`src/rtl/mem_config_pkg.sv`:
```
// Shared memory geometry for the image BRAM and its readers.
package mem_config_pkg;

  localparam int ADDR_WIDTH = 8;
  localparam int DATA_WIDTH = 8;

endpackage

```
`src/rtl/sobel_config_pkg.sv`:
```
// Sobel pipeline configuration: reader FSM states and the pixel FIFO entry layout.
package sobel_config_pkg;

  import mem_config_pkg::*;

  typedef enum logic [1:0] {
    IDLE = 2'd0,
    RUN  = 2'd1,
    DONE = 2'd2
  } reader_state_e;

  typedef struct packed {
    logic                  last;
    logic [DATA_WIDTH-1:0] data;
  } pix_entry_t;

endpackage

```
`src/rtl/reader_fifo2.sv`:
```
// Two-entry FIFO with push/pop/count; a simultaneous push and pop leaves the count unchanged.
module reader_fifo2 #(
  parameter int WIDTH = 8
) (
  input  logic             clk_i,
  input  logic             rst_ni,
  input  logic             push_i,
  input  logic             pop_i,
  input  logic [WIDTH-1:0] wdata_i,
  output logic [WIDTH-1:0] rdata_o,
  output logic [1:0]       count_o,
  output logic             empty_o
);

  logic [WIDTH-1:0] mem_q [2];
  logic [WIDTH-1:0] mem_d [2];
  logic             wr_ptr_q, wr_ptr_d;
  logic             rd_ptr_q, rd_ptr_d;
  logic [1:0]       count_q, count_d;
  logic             do_push, do_pop;

  always_comb begin
    do_pop   = pop_i && (count_q != 2'd0);
    do_push  = push_i && ((count_q != 2'd2) || do_pop);
    mem_d    = mem_q;
    if (do_push) begin
      mem_d[wr_ptr_q] = wdata_i;
    end
    wr_ptr_d = wr_ptr_q ^ do_push;
    rd_ptr_d = rd_ptr_q ^ do_pop;
    case ({do_push, do_pop})
      2'b10:   count_d = count_q + 2'd1;
      2'b01:   count_d = count_q - 2'd1;
      default: count_d = count_q;
    endcase
  end

  always_ff @(posedge clk_i) begin
    if (!rst_ni) begin
      mem_q[0] <= '0;
      mem_q[1] <= '0;
      wr_ptr_q <= 1'b0;
      rd_ptr_q <= 1'b0;
      count_q  <= 2'd0;
    end else begin
      mem_q    <= mem_d;
      wr_ptr_q <= wr_ptr_d;
      rd_ptr_q <= rd_ptr_d;
      count_q  <= count_d;
    end
  end

  assign rdata_o = mem_q[rd_ptr_q];
  assign count_o = count_q;
  assign empty_o = (count_q == 2'd0);

endmodule

```
`src/rtl/image_mem_reader.sv`:
```
// Streams NUM_PIXELS words out of a 1-cycle-latency image BRAM as a valid/ready pixel stream.
// Optional feature: define IMG_READER_STALL_CNT_EN to add the stall_cnt_o backpressure counter.
module image_mem_reader
  import mem_config_pkg::*;
  import sobel_config_pkg::*;
#(
  parameter int NUM_PIXELS = 2**ADDR_WIDTH
) (
  input  logic                  clk_i,
  input  logic                  rst_ni,
  input  logic                  start_i,
  output logic                  busy_o,
  output logic                  done_o,
  output logic [ADDR_WIDTH-1:0] mem_addr_o,
  input  logic [DATA_WIDTH-1:0] mem_rd_data_i,
  output logic [DATA_WIDTH-1:0] pix_data_o,
  output logic                  pix_valid_o,
  input  logic                  pix_ready_i,
  output logic                  pix_last_o
`ifdef IMG_READER_STALL_CNT_EN
  ,
  output logic [31:0]           stall_cnt_o
`endif
);

  localparam logic [ADDR_WIDTH-1:0] LAST_ADDR = ADDR_WIDTH'(NUM_PIXELS - 1);

  reader_state_e         state_q, state_d;
  logic                  busy_q, busy_d;
  logic                  done_q, done_d;
  logic [ADDR_WIDTH-1:0] addr_q, addr_d;
  logic                  all_issued_q, all_issued_d;
  logic                  inflight_q, inflight_d;
  logic                  inflight_last_q, inflight_last_d;

  pix_entry_t            fifo_wdata;
  pix_entry_t            fifo_head;
  logic [1:0]            fifo_count;
  logic                  fifo_empty;
  logic                  pop;
  logic                  issue;
  logic [2:0]            credit_sum;

  assign fifo_wdata = '{last: inflight_last_q, data: mem_rd_data_i};

  reader_fifo2 #(
    .WIDTH($bits(pix_entry_t))
  ) u_fifo (
    .clk_i  (clk_i),
    .rst_ni (rst_ni),
    .push_i (inflight_q),
    .pop_i  (pop),
    .wdata_i(fifo_wdata),
    .rdata_o(fifo_head),
    .count_o(fifo_count),
    .empty_o(fifo_empty)
  );

  assign pix_valid_o = !fifo_empty;
  assign pix_data_o  = pix_valid_o ? fifo_head.data : '0;
  assign pix_last_o  = pix_valid_o && fifo_head.last;
  assign pop         = pix_valid_o && pix_ready_i;

  // Credit counts words already buffered plus the one still in the BRAM pipe, so the FIFO never overflows.
  assign credit_sum = {1'b0, fifo_count} + {2'b00, inflight_q} - {2'b00, pop};
  assign issue      = (state_q == RUN) && !all_issued_q && (credit_sum < 3'd2);

  always_comb begin
    state_d         = state_q;
    addr_d          = addr_q;
    all_issued_d    = all_issued_q;
    inflight_d      = issue;
    inflight_last_d = issue && (addr_q == LAST_ADDR);
    case (state_q)
      IDLE: begin
        if (start_i) begin
          state_d      = RUN;
          addr_d       = '0;
          all_issued_d = 1'b0;
        end
      end
      RUN: begin
        if (issue) begin
          if (addr_q == LAST_ADDR) begin
            all_issued_d = 1'b1;
          end else begin
            addr_d = addr_q + ADDR_WIDTH'(1);
          end
        end
        if (pop && fifo_head.last) begin
          state_d = DONE;
        end
      end
      DONE: begin
        state_d = IDLE;
        addr_d  = '0;
      end
      default: state_d = IDLE;
    endcase
    busy_d = (state_d == RUN);
    done_d = (state_d == DONE);
  end

  always_ff @(posedge clk_i) begin
    if (!rst_ni) begin
      state_q         <= IDLE;
      busy_q          <= 1'b0;
      done_q          <= 1'b0;
      addr_q          <= '0;
      all_issued_q    <= 1'b0;
      inflight_q      <= 1'b0;
      inflight_last_q <= 1'b0;
    end else begin
      state_q         <= state_d;
      busy_q          <= busy_d;
      done_q          <= done_d;
      addr_q          <= addr_d;
      all_issued_q    <= all_issued_d;
      inflight_q      <= inflight_d;
      inflight_last_q <= inflight_last_d;
    end
  end

  assign busy_o     = busy_q;
  assign done_o     = done_q;
  assign mem_addr_o = addr_q;

`ifdef IMG_READER_STALL_CNT_EN
  logic [31:0] stall_cnt_q, stall_cnt_d;

  always_comb begin
    stall_cnt_d = stall_cnt_q;
    if ((state_q == IDLE) && start_i) begin
      stall_cnt_d = '0;
    end else if (pix_valid_o && !pix_ready_i && (stall_cnt_q != '1)) begin
      stall_cnt_d = stall_cnt_q + 32'd1;
    end
  end

  always_ff @(posedge clk_i) begin
    if (!rst_ni) begin
      stall_cnt_q <= '0;
    end else begin
      stall_cnt_q <= stall_cnt_d;
    end
  end

  assign stall_cnt_o = stall_cnt_q;
`endif

endmodule

```
`config.mk`:
```
export PLATFORM = sky130hd
export DESIGN_NAME = image_mem_reader
export DESIGN_NICKNAME = d
export VERILOG_FILES = /design/src/rtl/mem_config_pkg.sv /design/src/rtl/sobel_config_pkg.sv /design/src/rtl/reader_fifo2.sv /design/src/rtl/image_mem_reader.sv
export SDC_FILE = /design/constraint.sdc
export NUM_CORES = 1
export LEC_CHECK = 0
export ABC_CLOCK_PERIOD_IN_PS = 3100
export CAP_MARGIN = 15
export CORE_ASPECT_RATIO = 1.75
export CORE_MARGIN = 2
export CORE_UTILIZATION = 28
export DETAILED_ROUTE_END_ITERATION = 7
export GPL_TIMING_DRIVEN = 0
export SYNTH_ARGS = -nofsm -noshare
export SYNTH_HDL_FRONTEND = slang
export SYNTH_SLANG_ARGS = --single-unit
```
`constraint.sdc`:
```
create_clock -name clk_i -period 3.1 [get_ports clk_i]
set_input_delay 0.62 -clock clk_i [delete_from_list [all_inputs] [get_ports clk_i]]
set_output_delay 0.62 -clock clk_i [all_outputs]
set_load 0.02 [all_outputs]
```
==> impl_metrics.py <==
metrics = {
    "timing": {
        "skew_ns": 0.005847,
        "worst_pin_slew_ns": 0.7497,
        "fmaxAchievable_mhz": 335.9,
        "slew_viol_final": 0,
        "finalWorstSetupSlack_ns": 0.1231,
        "setup_viol": 0,
        "rsz0062_at_grt": "false",
        "slew_headroom_pct": 49.84,
        "period_share_pct": 96.03,
        "finalHoldViolations": 0,
        "min_period_ns": 2.977,
    },
    "place": {
        "portBuffers": 31,
        "dpl_cell_area_mm2": 0.002096,
        "dp_cells": 288,
        "place_congestion": 0.8031,
        "hpwl_um": 2739,
        "dp_slack_ns": -0.3149,
    },
    "worst_setup_path": {
        "cp_max_fo": 5,
        "arrival_ns": 3.15,
        "critPathKind": "in2reg",
        "cp.required_ns": 3.27,
        "cp-end-kind": "register",
        "critPathLaunchType": "primary input",
    },
    "cells_and_area": {
        "n_antenna_cell": 0,
        "stdcell_count": 296,
        "final_cell_mix": "nor2_1 (37), dfxtp_1 (37), clkdlybuf4s50_1 (31)",
        "fin_util_pct": 37.73,
        "num-nets-final": 234,
        "drive_gt1_share_pct": 8.257,
        "area_growth_pct": 30.39,
        "final_area_mm2": 0.002201,
    },
    "floorplan": {
        "initial_utilization_pct": 28.94,
        "die_h_um": 106.7,
        "core_mm2": 0.005833,
        "die_width_um": 62.69,
        "ios": 32,
        "die_area_mm2": 0.006690,
        "rows": 37,
    },
    "cts": {
        "cts_tree": "yes",
        "clock-sinks": 37,
        "h-tree-depth": 2,
        "clock_path_buffers": 2,
        "cts-root-buf": "clkbuf_8",
        "numCtsBuffers": 5,
        "postCtsSetupRepairBufs": 0,
        "clk_latency_ns": 0.28,
        "cts.clk_slew.worst_paths_ns": 0.07,
    },
    "power_and_ir_drop": {
        "ir_drop_mv": 0.2597,
        "p_leak_nw": 0.7750,
        "total_power_mw": 0.9338,
        "p_per_area_mw_per_mm2": 424.3,
    },
    "global_route": {
        "grt_overflow": 0,
        "grt_pass1_vias": 1401,
        "antenna_found_initial": 0,
        "grt_pass1_wl_um": 6472,
        "grt_max_degree": 13,
        "track_usage_pct": 12.07,
    },
    "synthesis": {
        "synth_area_mm2": 0.001688,
        "yosysWarnings": 0,
        "syn_inst": 179,
        "synth_seq_area_share_pct": 43.88,
        "synth_ff_type": "dfxtp_1",
        "synth_edf_count": 0,
        "synth_nets": 196,
        "async_flop_share_pct": 0,
        "syn_avg_cell_area_um2": 9.429,
        "ys_ff_latch": 37,
        "netlist-cell-type-count": 38,
    },
    "outcome": {
        "outcome": "completed",
    },
    "drt": {
        "via_per_inst": 4.699,
        "ant_nets": 0,
        "dr.pass1.iters": 4,
        "vias": 1391,
        "wirelength_um": 3737,
        "drt_iter0_markers": 29,
        "route.detailed.drc": 0,
        "wire_per_inst_um": 12.63,
    },
    "job": {
        "cap_viol_max_count": 0,
    },
    "min_path": {
        "holdCritPathClass": "reg2reg",
    },
}
through the flow:
stage                     hold slack, ns  setup TNS, ns
final                             0.4955              0
after global routing              0.5167              0
after CTS                         0.5019              0
after detailed placement          0.4795         -2.081
after global placement            0.4719         -1.883
after floorplan                   0.4596              0
cells by family (layout without fill, tap and decap cells):
family          Yosys count  in the layout  share of synthesized area, %
fa+ha+maj                 5              5                         4.151
xor+xnor                  2              2                         1.038
buf+inv                  13             52                         3.707
mux                      28             28                         16.83
flops                    37             37                         43.88
simple gates             67             67                         19.42
compound gates           27             27                         10.97
cell usage after synthesis (2+ instances only):
library cell	count	area share (%)
a31oi_1	6	2.2
inv_1	7	1.6
dfxtp_1	37	44
and3_1	4	1.5
o21a_1	2	0.89
nor3_1	4	1.2
buf_2	2	0.59
a21oi_1	4	1.2
nand2b_1	4	1.5
o21ai_0	4	1.2
nand3_1	2	0.59
a2111oi_0	3	1.6
ha_1	4	3.0
and4_4	2	1.3
and2_1	2	0.74
mux2i_1	27	16
nand2_1	6	1.3
a221o_1	2	1.2
clkbuf_1	2	0.44
nor2_1	37	8.2
state kept, by name (all words and copies together), names as in the netlist:
register / cells
all_issued_q: 1
busy_o: 1
done_o: 1
inflight_last_q: 1
inflight_q: 1
mem_addr_o: 8
state_q: 2
u_fifo.count_o: 2
u_fifo.mem_q: 18
u_fifo.rd_ptr_q: 1
u_fifo.wr_ptr_q: 1
power by group:
part           internal, mW  total (mW)  switching [mW]
Clock                 0.155       0.321           0.166
Combinational        0.0533       0.112          0.0589
Sequential            0.489       0.500          0.0114
Total                 0.697       0.934           0.237
per-layer routing:
| layer | vias to the layer above | global-route usage (%) | wire (um) |
|---|---|---|---|
| met5 | - | 0 | 0 |
| met4 | 0 | 4.603 | 48 |
| met3 | 7 | 3.148 | 182 |
| met2 | 40 | 21.51 | 1866 |
| met1 | 633 | 13.65 | 1639 |
| li1 | 711 | - | - |
timing repair:
action,in CTS,in global routing
hold buffers,0,0
endpoints found under the setup margin,4,6
pin swaps,0,0
gates resized for setup,1,3
layout make-up:
cell class / count / area, um2
well taps: 78 / 97.59
plain buffers: 6 / 36.28
fillers: 628 / 3632
multi-input cells: 129 / 903.4
inverters: 7 / 26.28
clock buffers: 5 / 68.82
clock inverters: 3 / 17.52
flip-flops and latches: 37 / 740.7
repair buffers: 31 / 310.3
final timing paths:
check,cells past startpoint,startpoint,slack [ns],end
max reg2reg,9,u_fifo.count_o[1]$_SDFFE_PN0P_,0.45,mem_addr_o[7]$_SDFFE_PN0P_
max,10,pix_ready_i,0.12,mem_addr_o[7]$_SDFFE_PN0P_
min reg2reg,2,u_fifo.mem_q[7]$_SDFFE_PN0P_,0.50,u_fifo.mem_q[7]$_SDFFE_PN0P_
min,2,u_fifo.mem_q[7]$_SDFFE_PN0P_,0.50,u_fifo.mem_q[7]$_SDFFE_PN0P_
critical path, stage by stage:
cell and delay [ns]:
clkdlybuf4s50_1 0.58, o21ai_4 0.12, inv_1 0.07, ha_1 0.21, nand2b_1 0.15, fa_1 0.51
and4bb_1 0.22, nand2_1 0.10, o21a_1 0.22, a221o_1 0.36
(Power assumes the default switching activity.)
